$ cat src/rtl/bus_pkg.sv
// Shared types and constants for the two-master, three-slave serial bus controller.
package bus_pkg;

   typedef enum logic [2:0] {
      IDLE    = 3'd0,
      ADDR1   = 3'd1,
      ADDR0   = 3'd2,
      DECODE  = 3'd3,
      CONNECT = 3'd4,
      RELEASE = 3'd5
   } bus_state_e;

   localparam logic [1:0] SLV0    = 2'd0;
   localparam logic [1:0] SLV1    = 2'd1;
   localparam logic [1:0] SLV2    = 2'd2;
   localparam logic [1:0] SLV_INV = 2'd3;

   localparam int DEF_TIMEOUT_CYC = 255;

   // One-hot slave select for an ID; the invalid ID maps to no slave at all.
   function automatic logic [2:0] slv_onehot(input logic [1:0] id);
      logic [2:0] oh;
      case (id)
         SLV0:    oh = 3'b001;
         SLV1:    oh = 3'b010;
         SLV2:    oh = 3'b100;
         default: oh = 3'b000;
      endcase
      return oh;
   endfunction

endpackage

$ cat src/rtl/rr_arbiter_2.sv
// Two-requester round-robin arbiter; prio names the master that wins a tie.
module rr_arbiter_2
(
   input  logic       clk,
   input  logic       rst_n,
   input  logic [1:0] req,
   input  logic       update,
   input  logic       served,
   output logic [1:0] gnt,
   output logic       gnt_idx
);

   logic prio;

   always_comb begin
      gnt_idx = prio;
      gnt     = 2'b00;
      if (req[prio]) begin
         gnt_idx = prio;
      end else if (req[~prio]) begin
         gnt_idx = ~prio;
      end
      if (req != 2'b00) begin
         gnt = 2'b01 << gnt_idx;
      end
   end

   // After serving a master, the other one gets priority on the next tie.
   always_ff @(posedge clk or negedge rst_n) begin
      if (!rst_n) begin
         prio <= 1'b0;
      end else if (update) begin
         prio <= ~served;
      end
   end

endmodule

$ cat src/rtl/bus_controller.sv
// Serial bus controller: arbitrates two masters, shifts in a 2-bit slave ID,
// connects the granted master to one of three slaves, and supervises completion.
module bus_controller
   import bus_pkg::*;
#(
   parameter int TIMEOUT_CYC = DEF_TIMEOUT_CYC
)
(
   input  logic       clk,
   input  logic       rst_n,
   input  logic [1:0] m_req,
   output logic [1:0] m_grant,
   input  logic [1:0] m_sout,
   output logic       m_sin,
   output logic       m_ack,
   output logic       m_nack,
   output logic       m_done,
   output logic [2:0] s_sel,
   output logic       s_bus,
   input  logic [2:0] s_bus_in,
   input  logic [2:0] s_util,
   output logic [2:0] s_ack,
   input  logic [2:0] s_done,
   output logic [2:0] dbg_state
);

   // Timeout fires on the edge that ends the TIMEOUT_CYC-th CONNECT cycle.
   localparam logic [7:0] TO_LAST = 8'(TIMEOUT_CYC - 1);

   bus_state_e state, state_d;
   logic       gnt_idx;
   logic [1:0] slv_id;
   logic [7:0] cnt;

   logic [1:0] arb_gnt;
   logic       arb_idx;

   logic [2:0] sel_oh;
   logic       req_held, id_bad, slv_busy, done_hit, timeout_hit;

   logic [1:0] grant_d;
   logic [2:0] sel_d, s_ack_d;
   logic       ack_d, nack_d, done_d;

   rr_arbiter_2 u_arb (
      .clk     (clk),
      .rst_n   (rst_n),
      .req     (m_req),
      .update  (state == RELEASE),
      .served  (gnt_idx),
      .gnt     (arb_gnt),
      .gnt_idx (arb_idx)
   );

   assign sel_oh      = slv_onehot(slv_id);
   assign req_held    = m_req[gnt_idx];
   assign id_bad      = (slv_id == SLV_INV);
   assign slv_busy    = |(s_util & sel_oh);
   assign done_hit    = |(s_done & sel_oh);
   assign timeout_hit = (cnt == TO_LAST);

   // Data paths are live only while connected so idle slaves see a quiet bus.
   assign s_bus     = (state == CONNECT) && m_sout[gnt_idx];
   assign m_sin     = (state == CONNECT) && |(s_bus_in & sel_oh);
   assign dbg_state = state;

   always_ff @(posedge clk or negedge rst_n) begin
      if (!rst_n) begin
         state   <= IDLE;
         m_grant <= 2'b00;
         s_sel   <= 3'b000;
         s_ack   <= 3'b000;
         m_ack   <= 1'b0;
         m_nack  <= 1'b0;
         m_done  <= 1'b0;
      end else begin
         state   <= state_d;
         m_grant <= grant_d;
         s_sel   <= sel_d;
         s_ack   <= s_ack_d;
         m_ack   <= ack_d;
         m_nack  <= nack_d;
         m_done  <= done_d;
      end
   end

   always_ff @(posedge clk or negedge rst_n) begin
      if (!rst_n) begin
         gnt_idx <= 1'b0;
         slv_id  <= 2'b00;
         cnt     <= 8'd0;
      end else begin
         case (state)
            IDLE:    if (|m_req) gnt_idx <= arb_idx;
            ADDR1:   slv_id[1] <= m_sout[gnt_idx];
            ADDR0:   slv_id[0] <= m_sout[gnt_idx];
            DECODE:  cnt <= 8'd0;
            CONNECT: cnt <= cnt + 8'd1;
            default: ;
         endcase
      end
   end

   // A dropped request always wins: the transaction is abandoned silently.
   always_comb begin
      state_d = state;
      case (state)
         IDLE:    if (|m_req) state_d = ADDR1;
         ADDR1:   state_d = req_held ? ADDR0 : RELEASE;
         ADDR0:   state_d = req_held ? DECODE : RELEASE;
         DECODE:  state_d = (req_held && !id_bad && !slv_busy) ? CONNECT : RELEASE;
         CONNECT: if (!req_held || done_hit || timeout_hit) state_d = RELEASE;
         RELEASE: state_d = IDLE;
         default: state_d = IDLE;
      endcase
   end

   always_comb begin
      grant_d = m_grant;
      sel_d   = s_sel;
      s_ack_d = 3'b000;
      ack_d   = 1'b0;
      nack_d  = 1'b0;
      done_d  = 1'b0;
      case (state)
         IDLE: begin
            if (|m_req) grant_d = arb_gnt;
         end
         DECODE: begin
            if (req_held) begin
               if (id_bad || slv_busy) begin
                  nack_d = 1'b1;
               end else begin
                  sel_d   = sel_oh;
                  s_ack_d = sel_oh;
                  ack_d   = 1'b1;
               end
            end
         end
         CONNECT: begin
            // Completion takes precedence over a coincident timeout.
            if (req_held) begin
               if (done_hit) begin
                  done_d = 1'b1;
               end else if (timeout_hit) begin
                  nack_d = 1'b1;
               end
            end
         end
         default: ;
      endcase
      if (state_d == RELEASE) begin
         grant_d = 2'b00;
         sel_d   = 3'b000;
      end
   end

endmodule

$ cat config.mk
export PLATFORM = sky130hd
export DESIGN_NAME = bus_controller
export DESIGN_NICKNAME = d
export VERILOG_FILES = /design/src/rtl/bus_pkg.sv /design/src/rtl/rr_arbiter_2.sv /design/src/rtl/bus_controller.sv
export SDC_FILE = /design/constraint.sdc
export NUM_CORES = 1
export LEC_CHECK = 0
export CAP_MARGIN = 10
export CELL_PAD_IN_SITES_DETAIL_PLACEMENT = 0
export CELL_PAD_IN_SITES_GLOBAL_PLACEMENT = 1
export CORE_ASPECT_RATIO = 1.2
export CORE_UTILIZATION = 39
export CTS_BUF_LIST = sky130_fd_sc_hd__clkbuf_8
export DETAILED_ROUTE_END_ITERATION = 7
export GPL_TIMING_DRIVEN = 0
export PLACE_DENSITY = 0.86
export SLEW_MARGIN = 20
export SYNTH_ARGS = -nofsm -noshare
export SYNTH_HDL_FRONTEND = slang
export SYNTH_SLANG_ARGS = --single-unit
$ cat constraint.sdc
create_clock -name clk -period 2 [get_ports clk]
set_clock_uncertainty 0.05 [all_clocks]
set_input_delay 0.3 -clock clk [delete_from_list [all_inputs] [get_ports clk]]
set_output_delay 0.3 -clock clk [all_outputs]
set_load 0.1 [all_outputs]
* After elaboration in Yosys (flattened, before gate mapping)
Cells that the tools add are included.
Storage, ports and cells: register bits 26, bits in latches 0, bits in writable memories 0, bits in read-only memories 0, bits of input ports 15, memories kept 0
Operators by class: add/subtract/negate cells 1, multiply operators 0, div/mod/pow operators 0, $lt $le $gt $ge 3, eq/ne operators 11, shift-type cells 1, mux-type cells 41, bitwise operators 5, reduce and logical (&&, ||, !) cells 25
Operators with widths (number):
- 3-bit 2-to-1 mux | 11
- 1-bit 2-to-1 mux | 22
- 8-bit case mux with 2 select lines | 1
- 3-bit case mux with 5 select lines | 1
- 2-bit nonzero test | 6
- 3-bit bitwise AND | 3
- 3-bit equality test, second input constant | 3
- 3-bit case mux with 3 select lines | 1
- 3-bit OR reduction | 3
- 8-bit by 1-bit adder with 8-bit output, second input constant | 1
- 8-bit equality test, second input constant | 1
- 2-bit 2-to-1 mux | 4
- 3-bit by 2-bit equality test with 1-bit output, second input constant | 2
- 1-bit by 2-bit less-than comparator with 1-bit output, second input constant | 3
- 2-bit equality test, second input constant | 2
- 1-bit logical AND | 4
- 2-bit AND reduction | 2
- 3-bit by 1-bit equality test with 1-bit output, second input constant | 1
- 1-bit zero test | 3
- 3-bit zero test | 1
- 1-bit logical OR | 3
- 3-bit AND reduction | 1
- 2-bit by 1-bit equality test with 1-bit output, second input constant | 1
- 2-bit zero test | 1
- other kinds (5) | 6

* Logic depth before layout (Yosys ltp)
depth after elaboration 11, mapped depth 6, gate-level depth less buffers 6

* Cells and area by module
From an unflattened synthesis, not the netlist that was laid out.
Unflattened totals: cells, all modules 136, area total of the unflattened synthesis 1375.1 um2
Modules (own cells, without submodules):
- bus_controller | times used 1, cells an instance 128, area an instance 1311.3 um2, seq. area each 625.6 um2
- rr_arbiter_2 | times used 1, cells an instance 8, area an instance 63.8 um2, seq. area each 25.0 um2

* Worst setup path after synthesis
Ideal clock, no wire load.
path type reg2out, start register state[1] (netlist: dbg_state[1]), end output m_sin, arrival 2644 ps, required time 1650 ps, slack -994 ps, stages on the path, launching flop included 5, cells stage by stage dfrtp_1 -> buf_2 -> nor2_1 -> nand2_1 -> nor2_1
Between the ends: longest elaborated chain between the ends 2
Ends and longest elaborated chain:
- from (decl) | RTL line bus_controller.sv:30 | bus_state_e state, state_d;
- from (signal assigned) | RTL line bus_controller.sv:77 | state <= state_d;
- 3-bit equality test | RTL line bus_controller.sv:64 | assign m_sin = (state == CONNECT) && |(s_bus_in & sel_oh);
- 1-bit logical AND | RTL line bus_controller.sv:64
- to (decl) | RTL line bus_controller.sv:14 | output logic m_sin,
No other way between the ends.

* Final worst setup path
start register state[1] (netlist: dbg_state[1]), end output s_bus
Between the ends: longest elaborated chain between the ends 2
Ends and longest elaborated chain:
- 3-bit equality test | RTL line bus_controller.sv:63 | assign s_bus = (state == CONNECT) && m_sout[gnt_idx];
- 1-bit logical AND | RTL line bus_controller.sv:63
- to (decl) | RTL line bus_controller.sv:19 | output logic s_bus,
No other way between the ends.

==> impl_metrics.json <==
{
  "drive_gt1_share_pct": 19.1,
  "insertion_delay_ns": 0.27,
  "hold_viol": 0,
  "post_cts_buffers": 0,
  "finalCritPeriodShare_pct": 97.3,
  "drtIter0Drc": 33,
  "yosys_warnings": 0,
  "switchingPower_mw": 1.37,
  "multi_input_comb_area_um2": 669,
  "max_slew_margin_pct": 36.0,
  "layout_commonest_cell": "dfrtp_1",
  "wl_um": 2750,
  "cts_tree": "built",
  "regArea_um2": 657,
  "gr-total-overflow": 0,
  "synth-seq-area-share_pct": 48.6,
  "cts_made_buffers": 3,
  "vdd_drop_max_mv": 0.996,
  "ys.flop_type": "dfrtp_1",
  "core_um2": 3170,
  "row_count": 22,
  "whs_ns": 0.435,
  "rr_worst_depth": 6,
  "leakage_nw": 0.821,
  "syn_area_per_cell_um2": 10.5,
  "synth.net_count": 144,
  "cp_max_fo": 10,
  "maxCapViolations": 0,
  "drc": 0,
  "final_cell_mix": "dfrtp_1 (23), dlygate4sd2_1 (14), clkdlybuf4s50_1 (13)",
  "area_growth_pct": 31.6,
  "cp.arrival_ns": 1.60,
  "status": "complete, no violations",
  "viasPerCell": 5.58,
  "firstDrtPassIters": 4,
  "synth_edf_count": 0,
  "wl_met2_um": 1490,
  "slew_violations": 0,
  "crit_path_start_kind": "flip-flop",
  "synth_top_cell_area_share_pct": 48.6,
  "die_y_um": 66.2,
  "synthDistinctLibCells": 42,
  "end_kind": "output port",
  "grtUsageTotal_pct": 16.7,
  "grt_pass1_wl_um": 4710,
  "antenna_cells": 0,
  "met1_length_um": 1160,
  "power_density_nw_per_um2": 1540,
  "routedWlPerCell_um": 13.9,
  "grt_start_max_net_pins": 27,
  "period_needed_ns": 1.95,
  "whs_path_depth": 1,
  "die_area_um2": 3670,
  "met3_length_um": 75,
  "setup_viol": 0,
  "initial_core_util_pct": 42.3,
  "hp-class": "reg2reg",
  "p_comb_share_pct": 59.0,
  "nets": 180,
  "syn_inst": 127,
  "critPathKind": "reg2out",
  "grt_pass1_vias": 1083,
  "antenna_found_initial": 0,
  "clk_root_buffer_cell": "clkbuf_8",
  "ys_seq_elements": 26,
  "dp_hpwl_um": 2090,
  "sw_frac_of_total_pct": 50.6,
  "die_w_um": 55.5,
  "top_level_ports": 31,
  "fill_cells": 277,
  "p_total_mw": 2.72,
  "clkPwrFrac_pct": 12.4,
  "cts.sink_count": 26,
  "synth_area_leaders": "dfrtp_1 (49%), o21ai_0 (4.1%), nand2_1 (3.4%), nor2_1 (3.1%), mux2_2 (2.5%)",
  "synth_top_cell_by_area": "dfrtp_1",
  "path_clk_slew_ns": 0.09,
  "ant_nets": 0,
  "gp_congestion": 0.844,
  "p_int_mw": 1.34,
  "worstMarginPinSlew_ns": 0.963,
  "clockBufferDepth": 2,
  "rsz0062_at_grt": "no",
  "top_layer": "met4",
  "crit_required_ns": 1.65,
  "vias": 1104,
  "fmax_mhz": 514,
  "htree_levels": 1,
  "async_reset_ff_share_pct": 100,
  "pwr-share-seq_pct": 28.7,
  "io_buffers": 30,
  "synthesis.area_um2": 1340
}
[layer usage]
metal	vias up	GRT usage (%)
li1	536	-
met1	542	18.2
met2	22	31.8
met3	4	1.76
met4	0	8.44
met5	-	0
[cells in the mapped netlist, types with 3 or more instances]
library cell,n
mux2_2,3
o21ai_0,11
mux2i_1,3
a21oi_1,5
inv_1,3
nand2_1,12
dfrtp_1,26
nor3_1,4
and3_1,3
nand4_1,3
nor2_1,11
nand3_1,3
[registers in the layout (all words and copies together), names as in the netlist]
signal	flops
cnt	8
dbg_state	3
gnt_idx	1
m_ack	1
m_done	1
m_grant	2
m_nack	1
s_ack	3
s_sel	3
slv_id	2
u_arb.prio	1
[critical path, stage by stage, from the launching register on]
cell and delay [ns]:
dfrtp_2 0.41, buf_2 0.19, nor2_1 0.21, and3_2 0.23, buf_4 0.29
[logic make-up after synthesis]
family	synth area share (%)
compound gates	19.1
simple gates	19.5
mux	7.02
buf+inv	3.27
fa+ha+maj	1.87
flops	48.6
xor+xnor	0.655
[power by group through the flow]
stage | combinational, mW | sequential (mW) | clock (mW)
2_1_floorplan | 0.835 | 1.20 | 0
3_3_place_gp | 1.57 | 0.789 | 0
3_5_place_dp | 1.59 | 0.793 | 0
4_1_cts | 1.57 | 0.781 | 0.352
5_1_grt | 1.71 | 0.804 | 0.378
6_report | 1.60 | 0.779 | 0.336
[metrics by stage]
stage          cell area [um^2]  TNS [ns]  setup WS (ns)  instances  utilization (%)
5_1_grt                    1760         0       0.000151        198             55.6
3_5_place_dp               1690     -2.98         -0.594        193             53.5
4_1_cts                    1750         0         0.0330        198             55.1
3_3_place_gp               1700     -2.66         -0.593        193             53.6
2_1_floorplan              1350   -0.0232        -0.0232        127                -
6_report                   1760         0         0.0549        198             55.6
[cell type report]
class	instances	area share, %
well taps	36	2.56
plain buffers	4	1.63
flip-flops and latches	26	37.3
repair buffers	31	16.5
multi-input cells	93	38.0
inverters	4	0.853
clock buffers	4	3.13
[path summary, 6_finish.rpt]
| kind | end | slack, ns | start |
|---|---|---|---|
| setup / recovery | s_bus | 0.05 | dbg_state[1] |
| hold / removal | cnt[7] | 0.43 | cnt[7] |
| setup reg to reg | s_sel[1] | 0.14 | dbg_state[2] |
| hold reg to reg | cnt[7] | 0.43 | cnt[7] |
| max in group asynchronous | dbg_state[2] | 0.96 | rst_n |
| min in group asynchronous | cnt[4] | 0.51 | rst_n |
[timing repair]
action                     4_1_cts  5_1_grt
gates resized for setup         29        2
setup endpoints to repair       21        5
hold endpoints to repair        26        0
hold buffers                     1        0
Power figures use the tool's default switching activity.
